## src/rtl/ex_muldiv_unit.sv

```systemverilog
// Iterative RV32M multiply/divide unit for the EX stage: radix-2 shift-add
// multiply and restoring divide, one bit per cycle, with early-out special cases.
module ex_muldiv_unit #(
    parameter int XLEN  = 32,
    parameter int CNT_W = 5
) (
    input  logic            clk,
    input  logic            rstn,
    input  logic            valid_i,
    input  logic [2:0]      funct3_i,
    input  logic [XLEN-1:0] op_a_i,
    input  logic [XLEN-1:0] op_b_i,
    input  logic [4:0]      rd_i,
    input  logic            flush_i,
    output logic            stall_o,
    output logic            busy_o,
    output logic            done_o,
    output logic [XLEN-1:0] result_o,
    output logic [4:0]      rd_o
);

    typedef enum logic [1:0] {IDLE, CALC, DONE} state_t;

    state_t state_q, state_d;

    logic [CNT_W-1:0] cnt_q;
    logic [2:0]       f3_q;
    logic [4:0]       rd_q;
    logic             neg_a_q, neg_b_q;
    logic [XLEN-1:0]  opnd_q, hi_q, lo_q;

    logic            accept, signed_a, signed_b, neg_a, neg_b;
    logic [XLEN-1:0] mag_a, mag_b;
    logic            div_zero, div_ovf, special;
    logic [XLEN-1:0] special_res;

    logic [XLEN:0]     mul_sum, div_shift;
    logic              div_ok;
    logic [XLEN-1:0]   nxt_hi, nxt_lo;
    logic [2*XLEN-1:0] prod, prod_s;
    logic [XLEN-1:0]   quo_s, rem_s, calc_res;

    // Operand decode and early-out detection at accept
    always_comb begin
        accept   = (state_q == IDLE) && valid_i && !flush_i;
        signed_a = (funct3_i == 3'b001) || (funct3_i == 3'b010) ||
                   (funct3_i == 3'b100) || (funct3_i == 3'b110);
        signed_b = (funct3_i == 3'b001) || (funct3_i == 3'b100) ||
                   (funct3_i == 3'b110);
        neg_a    = signed_a && op_a_i[XLEN-1];
        neg_b    = signed_b && op_b_i[XLEN-1];
        mag_a    = neg_a ? -op_a_i : op_a_i;
        mag_b    = neg_b ? -op_b_i : op_b_i;
        div_zero = funct3_i[2] && (op_b_i == '0);
        div_ovf  = funct3_i[2] && !funct3_i[0] &&
                   (op_a_i == {1'b1, {(XLEN-1){1'b0}}}) && (op_b_i == '1);
        special  = div_zero || div_ovf;
        if (div_zero)
            special_res = funct3_i[1] ? op_a_i : '1;
        else
            special_res = funct3_i[1] ? '0 : op_a_i;
    end

    // hi_q:lo_q is the product/multiplier pair for MUL*, remainder/quotient for DIV*
    always_comb begin
        mul_sum   = {1'b0, hi_q} + (lo_q[0] ? {1'b0, opnd_q} : '0);
        div_shift = {hi_q, lo_q[XLEN-1]};
        div_ok    = (div_shift >= {1'b0, opnd_q});
        if (f3_q[2]) begin
            nxt_hi = div_ok ? (div_shift[XLEN-1:0] - opnd_q) : div_shift[XLEN-1:0];
            nxt_lo = {lo_q[XLEN-2:0], div_ok};
        end else begin
            nxt_hi = mul_sum[XLEN:1];
            nxt_lo = {mul_sum[0], lo_q[XLEN-1:1]};
        end
        prod   = {nxt_hi, nxt_lo};
        prod_s = (neg_a_q ^ neg_b_q) ? -prod : prod;
        quo_s  = (neg_a_q ^ neg_b_q) ? -nxt_lo : nxt_lo;
        rem_s  = neg_a_q ? -nxt_hi : nxt_hi;
        if (f3_q[2])
            calc_res = f3_q[1] ? rem_s : quo_s;
        else
            calc_res = (f3_q[1:0] == 2'b00) ? prod_s[XLEN-1:0] : prod_s[2*XLEN-1:XLEN];
    end

    always_ff @(posedge clk or negedge rstn) begin
        if (!rstn) state_q <= IDLE;
        else       state_q <= state_d;
    end

    always_comb begin
        state_d = state_q;
        case (state_q)
            IDLE: if (accept) state_d = special ? DONE : CALC;
            CALC: if (cnt_q == '1) state_d = DONE;
            DONE: state_d = IDLE;
            default: state_d = IDLE;
        endcase
        if (flush_i) state_d = IDLE;
        stall_o = rstn && (accept || (state_q == CALC));
        busy_o  = (state_q != IDLE);
        done_o  = (state_q == DONE) && !flush_i;
    end

    always_ff @(posedge clk or negedge rstn) begin
        if (!rstn) begin
            cnt_q    <= '0;
            f3_q     <= '0;
            rd_q     <= '0;
            neg_a_q  <= 1'b0;
            neg_b_q  <= 1'b0;
            opnd_q   <= '0;
            hi_q     <= '0;
            lo_q     <= '0;
            result_o <= '0;
            rd_o     <= '0;
        end else if (flush_i) begin
            cnt_q <= '0;
        end else begin
            case (state_q)
                IDLE: if (accept) begin
                    cnt_q   <= '0;
                    f3_q    <= funct3_i;
                    rd_q    <= rd_i;
                    neg_a_q <= neg_a;
                    neg_b_q <= neg_b;
                    opnd_q  <= mag_b;
                    hi_q    <= '0;
                    lo_q    <= mag_a;
                    if (special) begin
                        result_o <= special_res;
                        rd_o     <= rd_i;
                    end
                end
                CALC: begin
                    hi_q  <= nxt_hi;
                    lo_q  <= nxt_lo;
                    cnt_q <= cnt_q + 1'b1;
                    if (cnt_q == '1) begin
                        result_o <= calc_res;
                        rd_o     <= rd_q;
                    end
                end
                default: ;
            endcase
        end
    end

endmodule

```

## config.mk

```make
export PLATFORM = sky130hd
export DESIGN_NAME = ex_muldiv_unit
export DESIGN_NICKNAME = d
export VERILOG_FILES = /design/src/rtl/ex_muldiv_unit.sv
export SDC_FILE = /design/constraint.sdc
export NUM_CORES = 1
export LEC_CHECK = 0
export BUFFER_PORTS_ARGS = -buffer_cell sky130_fd_sc_hd__buf_2
export CELL_PAD_IN_SITES_DETAIL_PLACEMENT = 2
export CELL_PAD_IN_SITES_GLOBAL_PLACEMENT = 2
export CORE_UTILIZATION = 33
export CTS_CLUSTER_DIAMETER = 100
export DETAILED_ROUTE_END_ITERATION = 10
export PLACE_DENSITY_LB_ADDON = 0.1
export SLEW_MARGIN = 20
export SYNTH_ARGS = -nofsm -noshare
export SYNTH_HDL_FRONTEND = slang
export SYNTH_SLANG_ARGS = --single-unit
```

## constraint.sdc

```tcl
create_clock -name clk -period 5 [get_ports clk]
set_input_delay 1 -clock clk [delete_from_list [all_inputs] [get_ports clk]]
set_output_delay 1 -clock clk [all_outputs]
set_load 0.01 [all_outputs]
```

; ---- Word level (Yosys, flattened, before mapping)
; Index checks and enable logic that the tools add are counted.
[op_classes]
add_sub_neg = 8
magnitude_cmp = 1
eq_ne = 14
mux = 35
n_bitwise = 2
reduce_logical = 30
[op_table]
columns = operator, count
row1 = 32-bit two-way mux, 19
row2 = 32-bit one-hot mux with 2 select lines, 3
row3 = 32-bit negator, 4
row4 = "32-bit == test, second input constant", 2
row5 = 64-bit two-way mux, 1
row6 = 64-bit negator, 1
row7 = 32-bit by 32-bit adder with 33-bit output, 1
row8 = 33-bit by 32-bit >= comparator with 1-bit output, 1
row9 = 32-bit logical NOT, 1
row10 = 32-bit subtractor, 1
row11 = 5-bit two-way mux, 5
row12 = 5-bit one-hot mux with 2 select lines, 2
row13 = 1-bit logical AND, 10
row14 = 2-bit two-way mux, 4
row15 = 1-bit logical OR, 7
row16 = "3-bit == test, second input constant", 2
row17 = "2-bit != test, second input constant", 3
row18 = "3-bit != test, second input constant", 2
row19 = 3-bit AND reduction, 2
row20 = "5-bit by 1-bit adder with 5-bit output, second input constant", 1
row21 = "5-bit == test, second input constant", 1
row22 = 5-bit AND reduction, 1
row23 = 2-bit logical NOT, 2
row24 = 2-bit one-hot mux with 2 select lines, 1
row25 = 10 further kinds, 13
[word_totals]
register_bits = 150
in_bits = 76

; ---- Depth between registers and ports, before layout
[logic_depth]
depth_word = 9
depth_mapped = 24
depth_no_buf = 20

; ---- Least setup slack after synthesis
; Ideal clock, no wire load.
[synth_timing]
path_kind = reg-to-reg
from = register hi_q[2]
to = register result_o[24]
setup_time_ns = 0.122
t_arrival_ns = 4.817
required_ns = 4.878
slack_ns = 0.062
stages_incl_launch_ff = 23
n_path_buf = 3
period_less_slack_ns = 4.938
cell_sequence = dfrtp_1 -> ha_1 -> buf_6 -> a21o_1 -> a21o_1 -> o2111ai_4 -> a21bo_4 -> nand3_4 -> buf_6 -> clkbuf_1 -> a21oi_1 -> ha_1 -> o21ai_0 -> or4_1 -> nor3_1 -> nand2_1 -> clkinv_1 -> nand4_2 -> or4_1 -> o21ai_1 -> xnor2_1 -> a22oi_1 -> a32o_1
[synth_between]
elab_chain_len = 9
elab_cells_between_ends = 17
[synth_rtl]
columns = item, line_no
row1 = "start, declared", 30  ; logic [XLEN-1:0] opnd_q, hi_q, lo_q;
row2 = "start signal, assigned", 136  ; hi_q <= nxt_hi;
row3 = 32-bit subtractor / 33-bit by 32-bit >= comparator with 1-bit output (equally long branches), "70, 68"
row4 = 32-bit two-way mux, 70  ; nxt_hi = div_ok ? (div_shift[XLEN-1:0] - opnd_q) : div_shift[XLEN-1:0];
row5 = 32-bit two-way mux, 69  ; if (f3_q[2]) begin
row6 = 64-bit negator / 32-bit negator (equally long branches), "77, 79"
row7 = 64-bit two-way mux / 32-bit two-way mux (equally long branches), "77, 79"
row8 = "32-bit two-way mux, on equally long branches", "83, 81"
row9 = 32-bit two-way mux *, 80  ; if (f3_q[2])
row10 = 32-bit two-way mux *, 139  ; if (cnt_q == '1) begin
row11 = 32-bit one-hot mux with 2 select lines *, 120  ; case (state_q)
row12 = "end signal, assigned", 131  ; result_o <= special_res;
row13 = "end signal, assigned", 140  ; result_o <= calc_res;
row14 = "end, declared", 18  ; output logic [XLEN-1:0] result_o,
; Every way passes the cells marked *; elsewhere a longest branch is shown, timed or not. The select of a mux whose other input is x is not followed.
; A chain may end at the register's enable or synchronous reset.

; ---- Worst setup path in the final report
[layout_timing]
from = register hi_q[23]
to = register result_o[18]
[layout_between]
elab_chain_len = 9
elab_cells_between_ends = 15
[layout_rtl]
columns = item, line_no
row1 = 33-bit by 32-bit >= comparator with 1-bit output *, 68  ; div_ok = (div_shift >= {1'b0, opnd_q});
row2 = 32-bit two-way mux, 70
row3 = 32-bit two-way mux, 69
row4 = 64-bit negator / 32-bit negator (equally long branches), "77, 79"
row5 = 64-bit two-way mux / 32-bit two-way mux (equally long branches), "77, 79"
row6 = "32-bit two-way mux, on equally long branches", "83, 81"
row7 = 32-bit two-way mux *, 80
row8 = 32-bit two-way mux *, 139
row9 = 32-bit one-hot mux with 2 select lines *, 120
; Marks and branches as above.

==> results.txt <==
Status = finished, final reports clean
Vias = 19000
Fin crit period = 4.84 ns
Clock skew = 0.0161 ns
Setup CP Type = flip-flop to flip-flop
Setup crit end kind = flip-flop
CTS root buffer = clkbuf_16
Slew headroom = 36.8%
Final WL = 88700 um
Vias per inst = 6.13
Commonest cells post-synth = nand2_1, nor2_1, a21oi_1
Syn Nets = 2355
Rows = 81
DRT Pass-1 Iters = 5
Post-detail-place hpwl = 71000 um
Starting Density = 33.6%
CTS tree = done
Yosys warns = 0
Most numerous cell in the Yosys netlist = nand2_1
Mapped Cells = 2206
Overall power = 10700 uW
Worst-Skew Late Latency = 0.51 ns
Crit path required time = 5.41 ns
CP max stage cell = or4_4
Final setup fails = 0
Final std cells w/o fill = 3102
Crit path cell chain = ha_1, buf_6, nand4_1, nor4_4, and3_4, a21bo_4, nand3_4, buf_6, mux2_4, a2111oi_4, buf_4, nand3_2, or4_4, o31ai_2, xor2_1, a221oi_1, buf_4, nor3_1
Startpoint Class = flip-flop
Routability Congestion = 0.985
DP Cell Count = 3051
Synth cell types = 109
Syn avg cell area = 7.51 um^2
Fin nets = 2573
Final antenna-violating net count = 0
Port Buffers = 115
Final period util = 96.8%
Fmax = 207 MHz
Layout cells sized above 1 = 20.7%
Syn Std Cell Area = 16600 um^2
Die width = 226 um
1st-iter DRT viols = 1467
Pwr dens = 533 nW/um^2
Clock transition at path regs = 0.07 ns
Max-slew violation count = 0
Async SR Flop Fraction = 100%
DR DRC count = 0
Tot GR Track Use = 35.0%
P_leak = 0.00859 uW
Area share of the leading cell type in the synthesized netlist = 22.7%
Die Ht = 226 um
Hold Slack = 0.439 ns
Fin. Hold Viols = 0
Cell accounting for the most synthesized area = dfrtp_1
H-tree Lvls = 4
EDFF count, synth = 0
Core area = 49300 um^2
Largest net degree at the start of global routing = 76
Max Buffers Root-to-Sink = 2
IO Pins = 116
Syn-to-layout area delta = 20.6%
Reg2Reg Setup Slack = 0.16 ns
Antenna violations before repair = 3
Worst Hold Class = input port to async pin
DIE AREA = 51100 um^2
Worst-margin pin slew = 0.948 ns
Num CTS Buffers = 17
Synth top area cells = dfrtp_1, a21oi_1, ha_1
Delay of the slowest cell on the worst path = 0.49 ns
Critical path fanouts, max = 10
Grt ovf = 0
Post-synthesis sequential area ratio = 22.7%
Max-cap violation count = 0
VDD IR max = 0.301 mV
Yosys reg bits = 150
Post-synth top flop = dfrtp_1
Num Clock Sinks = 150
Routed len/inst = 28.6 um
Critical Path AT = 5.25 ns
Global-route wire length before repair = 131000 um
Vias in the first global route = 19800
-- registers in the layout (all words and copies together), names as in the netlist --
signal    flops
cnt_q         5
f3_q          3
hi_q         32
lo_q         32
neg_a_q       1
neg_b_q       1
opnd_q       32
rd_o          5
rd_q          5
result_o     32
state_q       2
-- placed cells by master, fill, tap and decap left out, types with 41 or more instances in the layout --
cell type  Yosys  final
nand2_1      224    224
buf_4          5    223
nor2_1       223    222
a21oi_1      190    185
o21ai_0      168    164
dfrtp_1      150    149
buf_2         25    114
xnor2_1       89     88
xor2_1        85     84
inv_1         71     71
ha_1          71     68
nor3_1        69     64
a31oi_1       48     44
nand4_1       41     41
-- stage by stage --
| stage | TNS, ns | cell area (um^2) | worst slack, ns | util (%) |
|---|---|---|---|---|
| after floorplan | 0 | 16600 | 0.0617 | - |
| after global placement | 0 | 19000 | 0.0342 | 38.6 |
| after detailed placement | -0.268 | 19000 | -0.142 | 38.6 |
| after CTS | 0 | 19600 | 0.0150 | 39.8 |
| after global routing | -0.0438 | 20000 | -0.0208 | 40.5 |
| final | 0 | 20000 | 0.159 | 40.5 |
-- layer usage --
layer,vias up,track usage (%),part of all wire [%]
li1,8509,-,-
met1,9794,49.5,47
met2,592,53.9,44
met3,109,6.56,6.0
met4,2,9.76,2.4
met5,-,0,0.015
-- final timing paths --
check | startpoint | end | cells after the start
min | rstn | hi_q[24]$_DFFE_PN0P_ | 1
min in group clk | result_o[4]$_DFFE_PN0P_ | result_o[4]$_DFFE_PN0P_ | 2
min reg2reg | result_o[4]$_DFFE_PN0P_ | result_o[4]$_DFFE_PN0P_ | 2
max | hi_q[23]$_DFFE_PN0P_ | result_o[18]$_DFFE_PN0P_ | 18
max in group asynchronous | rstn | f3_q[2]$_DFFE_PN0P_ | 2
max reg2reg | hi_q[23]$_DFFE_PN0P_ | result_o[18]$_DFFE_PN0P_ | 18
-- cells by family after synthesis --
family | count (synthesis) | share of synthesized area [%]
mux | 53 | 3.41
xor+xnor | 174 | 9.20
fa+ha+maj | 98 | 7.12
simple gates | 798 | 23.7
flops | 150 | 22.7
compound gates | 713 | 28.4
buf+inv | 220 | 5.49
-- where the power goes --
part           switching (uW)  internal, uW
registers                 382          1550
clock network             667           662
logic                    4640          2750
-- critical path: cells and delay by family, from the launching register on --
| kind | cells | cell delay, ns |
|---|---|---|
| compound gates | 4 | 0.93 |
| fa+ha+maj | 1 | 0.36 |
| mux | 1 | 0.36 |
| simple gates | 7 | 1.72 |
| xor+xnor | 1 | 0.23 |
| flops | 1 | 0.42 |
| buf+inv | 4 | 0.71 |
-- layout make-up --
class	count	area [um^2]
fill	5804	29300
tap	664	831
multi-input combinational	1836	12200
clock inverter	13	110
timing repair buffer	345	2360
clock buffer	19	443
sequential	150	3760
antenna	1	2.50
inverter	74	278
-- what timing repair did --
item,CTS,global route
hold buffers,0,0
buffers inserted,0,17
pin swaps,0,21
gates resized for setup,4,48
endpoints found under the setup margin,11,21
No activity file was read; power rests on OpenSTA's default activity.
